<file path="src/rtl/tick_gen_pkg.sv">
// Shared types and constants for the multi-channel tick generator.
package tick_gen_pkg;

    typedef enum logic {
        IDLE = 1'b0,
        RUN  = 1'b1
    } ch_state_t;

    localparam logic MODE_PERIODIC = 1'b0;
    localparam logic MODE_ONESHOT  = 1'b1;

    localparam int DEF_NCH   = 4;
    localparam int DEF_CNT_W = 10;
    localparam int DEF_PRE_W = 8;

endpackage

</file>
<file path="src/rtl/tick_channel.sv">
// One tick channel: counts base ticks while running and emits a registered
// one-clock enable every period+1 base ticks (periodic) or once (one-shot).
module tick_channel
    import tick_gen_pkg::*;
#(
    parameter int CNT_W = DEF_CNT_W
) (
    input  logic             clk,
    input  logic             reset_n,
    input  logic             base_tick,
    input  logic [CNT_W-1:0] period,
    input  logic             mode,
    input  logic             start,
    input  logic             stop,
    output logic             en,
    output logic             busy,
    output logic             done
);

    ch_state_t        state_p0, state_nx;
    logic [CNT_W-1:0] cnt_p0, cnt_nx;
    logic [CNT_W-1:0] per_p0, per_nx;
    logic             mode_p0, mode_nx;
    logic             en_p0, en_nx;
    logic             done_p0, done_nx;

    // Priority: stop over start over counting; a restart suppresses the pulse.
    always_comb begin
        state_nx = state_p0;
        cnt_nx   = cnt_p0;
        per_nx   = per_p0;
        mode_nx  = mode_p0;
        en_nx    = 1'b0;
        done_nx  = done_p0;
        if (stop) begin
            state_nx = IDLE;
            cnt_nx   = '0;
        end else if (start) begin
            state_nx = RUN;
            cnt_nx   = '0;
            per_nx   = period;
            mode_nx  = mode;
            done_nx  = 1'b0;
        end else if (state_p0 == RUN && base_tick) begin
            if (cnt_p0 == per_p0) begin
                en_nx  = 1'b1;
                cnt_nx = '0;
                if (mode_p0 == MODE_ONESHOT) begin
                    state_nx = IDLE;
                    done_nx  = 1'b1;
                end else begin
                    per_nx = period;
                end
            end else begin
                cnt_nx = cnt_p0 + CNT_W'(1);
            end
        end
    end

    // Stage p0: channel state register
    always_ff @(posedge clk) begin
        if (!reset_n) begin
            state_p0 <= IDLE;
            cnt_p0   <= '0;
            per_p0   <= '0;
            mode_p0  <= MODE_PERIODIC;
            en_p0    <= 1'b0;
            done_p0  <= 1'b0;
        end else begin
            state_p0 <= state_nx;
            cnt_p0   <= cnt_nx;
            per_p0   <= per_nx;
            mode_p0  <= mode_nx;
            en_p0    <= en_nx;
            done_p0  <= done_nx;
        end
    end

    assign en   = en_p0;
    assign busy = (state_p0 == RUN);
    assign done = done_p0;

endmodule

</file>
<file path="src/rtl/tick_gen_multi.sv">
// Multi-channel tick generator: one shared free-running prescaler feeding
// NCH independent tick channels.
module tick_gen_multi
    import tick_gen_pkg::*;
#(
    parameter int NCH   = DEF_NCH,
    parameter int CNT_W = DEF_CNT_W,
    parameter int PRE_W = DEF_PRE_W
) (
    input  logic                 clk,
    input  logic                 reset_n,
    input  logic [PRE_W-1:0]     prescale,
    input  logic [NCH*CNT_W-1:0] period,
    input  logic [NCH-1:0]       mode,
    input  logic [NCH-1:0]       start,
    input  logic [NCH-1:0]       stop,
    output logic [NCH-1:0]       en,
    output logic [NCH-1:0]       busy,
    output logic [NCH-1:0]       done
);

    logic [PRE_W-1:0] pre_cnt_p0;
    logic             base_tick;

    // ">=" rather than "==" so a shrinking prescale ticks at once instead of wrapping.
    assign base_tick = (pre_cnt_p0 >= prescale);

    // Stage p0: prescaler, independent of channel start/stop
    always_ff @(posedge clk) begin
        if (!reset_n) begin
            pre_cnt_p0 <= '0;
        end else if (base_tick) begin
            pre_cnt_p0 <= '0;
        end else begin
            pre_cnt_p0 <= pre_cnt_p0 + PRE_W'(1);
        end
    end

    for (genvar g = 0; g < NCH; g++) begin : g_ch
        tick_channel #(
            .CNT_W (CNT_W)
        ) u_ch (
            .clk       (clk),
            .reset_n   (reset_n),
            .base_tick (base_tick),
            .period    (period[g*CNT_W +: CNT_W]),
            .mode      (mode[g]),
            .start     (start[g]),
            .stop      (stop[g]),
            .en        (en[g]),
            .busy      (busy[g]),
            .done      (done[g])
        );
    end

endmodule

</file>
<file path="config.mk">
export PLATFORM = sky130hd
export DESIGN_NAME = tick_gen_multi
export DESIGN_NICKNAME = d
export VERILOG_FILES = /design/src/rtl/tick_gen_pkg.sv /design/src/rtl/tick_channel.sv /design/src/rtl/tick_gen_multi.sv
export SDC_FILE = /design/constraint.sdc
export NUM_CORES = 1
export LEC_CHECK = 0
export CAP_MARGIN = 25
export CORE_MARGIN = 2
export CORE_UTILIZATION = 30
export DETAILED_ROUTE_END_ITERATION = 10
export HOLD_SLACK_MARGIN = 0.15
export PLACE_DENSITY = 0.57
export SLEW_MARGIN = 10
export SYNTH_ARGS = -nofsm -noshare
export SYNTH_HDL_FRONTEND = slang
export SYNTH_SLANG_ARGS = --single-unit
</file>
<file path="constraint.sdc">
create_clock -name clk -period 2.2 [get_ports clk]
set_clock_uncertainty 0.15 [all_clocks]
set_input_delay 0.22 -clock clk [delete_from_list [all_inputs] [get_ports clk]]
set_output_delay 0.22 -clock clk [all_outputs]
set_load 0.02 [all_outputs]
</file>
==> run_results.csv <==
group,metric,value,unit
die,die_h,140,um
power_and_ir_drop,leakagePower,2.99,nW
global_route,grt_pass1_vias,4574,
setup_path,crit_required,2.34,ns
die,die_area,19500,um2
timing,setup_ws,-0.125,ns
synthesis,synth-async-reset-ratio,0,%
timing,final_max_slew_viol_count,0,
synthesis,syn_nets,714,
setup_path,crit_path_start,"pre_cnt_p0[0]",
die,initial_core_util,30.6,%
status,failed_checks,"setup timing",
synthesis,synth_area_leaders,"dfxtp_1 (38%), mux2i_1 (8.0%), nand2_1 (6.9%), xor2_1 (6.8%), a21oi_1 (3.2%)",
layout,final_core_util,42.6,%
synthesis,synth_area,5520,um2
synthesis,syn_inst,639,
setup_path,start_kind,"register",
setup_path,cp_common_cell,"buf_6",
clock_network,insertion_delay,0.35,ns
setup_path,arrival,2.46,ns
clock_network,clkTransAtPathRegs,0.07,ns
job,drv_cap,0,
power_and_ir_drop,powerDensity,537,nW/um2
setup_path,end_kind,"register",
clock_network,cts_root_buf,"clkbuf_16",
status,status,"finished, violations left",
timing,final.min_clock_period,2.32,ns
synthesis,synth.distinct_cells,44,
die,die_x,140,um
min_path,hold_start,"period[18]",
setup_path,worstSetupPathType,"register to register",
power_and_ir_drop,pwr-share-comb,14.6,%
die,fp-row-count,49,
clock_network,cts_tree,"done",
power_and_ir_drop,netSwitchingFraction,25.9,%
setup_path,crit_chain,"inv_2 -> ha_4 -> nand2b_4 -> a2111o_1 -> buf_6 -> a21o_4 -> a311o_1 -> buf_6 -> a21oi_2",
die,io_pins,74,
global_route,grt.overflow.total,0,
min_path,min_path_type,"primary input to register",
placed_design,dpl.hpwl,9.90,mm
timing,rsz0062_at_grt,"yes",
setup_path,path_max_fanout,5,
power_and_ir_drop,pwr-share-seq,47.7,%
clock_network,clockBufferDepth,2,
layout,insertedDiodeCount,0,
synthesis,avgSynthCellArea,8.64,um2
timing,hold_violations,0,
synthesis,ys_seq_area_share,37.7,%
layout,areaGrowthSynthToFinish,39.1,%
layout,drive_above_1_share,21.7,%
synthesis,ys.warnings.count,0,
route,vias_per_cell,4.93,
timing,slew_headroom,45.6,%
power_and_ir_drop,vdd.ir_drop.worst,0.000368,V
setup_path,crit_slowest_cell,"a2111o_1",
route,drtAntennaViolNets,0,
layout,nNetsFinal,834,
clock_network,numCtsBuffers,9,
power_and_ir_drop,clkPwrFrac,37.7,%
setup_path,crit_path_max_incr_delay,0.45,ns
route,drcViolationCount,0,
timing,max_freq,430,MHz
global_route,grt_max_degree,39,
route,first_pass_iters,5,
synthesis,synth_ff_type,"dfxtp_1",
route,drt_iter0_drc,231,
synthesis,synth_seq_cells,104,
route,wl,14.3,mm
power_and_ir_drop,internal-power,3.05,mW
synthesis,yosysTopAreaCellShare,37.7,%
global_route,antenna_found_initial,0,
timing,finalCritPeriodShare,106,%
route,num_vias,4896,
power_and_ir_drop,power.switching,1.07,mW
global_route,grt_pass1_wl,22.8,mm
global_route,grt_usage,14.2,%
timing,setup_viol,55,
setup_path,timing.rr.start,"pre_cnt_p0[0]",
route,drt-wirelength-per-cell,14.4,um
clock_network,clock-sinks,104,
placed_design,numPortBuffers,73,
synthesis,synth_edf_count,0,
die,fp.coreArea,18000,um2
synthesis,synth_top_area_cell,"dfxtp_1",
timing,max_slew.worst_pin.slew,0.814,ns
timing,hold_ws,0.264,ns
clock_network,h-tree-depth,3,
placed_design,place_congestion,0.785,
## cells by family after synthesis
logic type      synth area share (%)
buf+inv                         7.12
xor+xnor                        7.30
flops                           37.7
compound gates                  17.2
simple gates                    19.7
fa+ha+maj                       2.95
mux                             7.98
## cell usage after synthesis (all sizes together), types with 6 or more instances
cell type and count:
o2111ai 14, nand4 9, a21oi 46, o21ai 10, nor4 9, nand2 102, and3 11, o41ai 9
buf 26, xor2 43, inv 37, clkbuf 21, o31ai 20, ha 13, nand3 20, nor2 26
mux2i 44, a41o 8, or4 13, dfxtp 104, and4 6
## path summary, 6_finish.rpt
check,to,slack [ns],cells past startpoint
setup reg to reg,g_ch[1].u_ch.cnt_p0[6],-0.12,9
hold / removal,g_ch[1].u_ch.per_p0[8],0.26,3
setup / recovery,g_ch[1].u_ch.cnt_p0[6],-0.12,9
hold reg to reg,g_ch[3].u_ch.done,0.30,2
## area by class of cell
cell class              instances  area [um2]
clock buffers                  11         243
clock inverters                 5        41.3
fillers                      1827       10300
inverters                      37         139
multi-input cells             453        3380
flip-flops and latches        104        2090
well taps                     229         287
repair buffers                154        1510
## critical path, delay by kind of cell, from the launching register on
kind	cells	cell delay, ns
AOI/OAI and AO/OA	4	1.08
buffers and inverters	3	0.35
DFF	1	0.33
adders and majority gates	1	0.22
and+or+nand+nor	1	0.13
## cell usage in the layout, fill, tap and decap left out, types with 5 or more instances in the layout
cell type / n
a21oi_1: 17
a21oi_2: 28
a41o_1: 8
and2_1: 5
and3_1: 9
and4_1: 6
buf_4: 55
buf_6: 15
clkbuf_16: 12
clkdlybuf4s50_1: 68
dfxtp_1: 100
ha_1: 9
inv_1: 30
inv_2: 7
mux2i_1: 44
nand2_1: 101
nand3_1: 20
nand4_1: 9
nor2_1: 24
nor2b_1: 5
nor3_1: 5
nor4_1: 9
o2111ai_1: 9
o21ai_0: 8
o31ai_1: 13
o31ai_4: 8
o41ai_1: 8
or3_1: 5
or4_1: 12
xor2_1: 43
## state kept, by name, summed over array words and instances (netlist names)
name / flops
g_ch.u_ch.mode_p0: 4
g_ch.u_ch.en: 4
g_ch.u_ch.busy: 4
g_ch.u_ch.per_p0: 40
pre_cnt_p0: 8
g_ch.u_ch.cnt_p0: 40
g_ch.u_ch.done: 4
## power by group through the flow
stage	Combinational (mW)	Clock (mW)	Sequential, mW
2_1_floorplan	0.266	0	2.01
3_3_place_gp	0.509	0	2.01
3_5_place_dp	0.513	0	2.01
6_report	0.602	1.55	1.97
4_1_cts	0.575	1.62	1.97
5_1_grt	0.659	1.69	1.97
## through the flow
| step | instance area, um2 | power [mW] | std cells | setup TNS, ns | setup WS, ns |
|---|---|---|---|---|---|
| after detailed placement | 6800 | 2.52 | 956 | -40.99 | -0.550 |
| final | 7680 | 4.12 | 993 | -2.84 | -0.125 |
| after global routing | 7680 | 4.32 | 993 | -9.47 | -0.202 |
| after CTS | 7410 | 4.16 | 988 | -4.61 | -0.160 |
| after global placement | 6780 | 2.52 | 954 | -50.18 | -0.799 |
| after floorplan | 5520 | 2.27 | 639 | -0.226 | -0.0226 |
## layer usage
metal	global-route usage, %	vias up	share of wire (%)
li1	-	2521	-
met1	20.7	2271	51
met2	21.4	94	44
met3	3.27	10	4.6
met4	3.05	0	0.82
met5	0	-	0
## what timing repair did
item / CTS / global route
endpoints found under the hold margin: 2 / 0
cloned: 4 / 3
hold buffers: 1 / 0
pin swaps: 17 / 12
resized for setup: 41 / 43
setup buffers: 11 / 2
endpoints found under the setup margin: 87 / 98
Power figures use the tool's default switching activity.
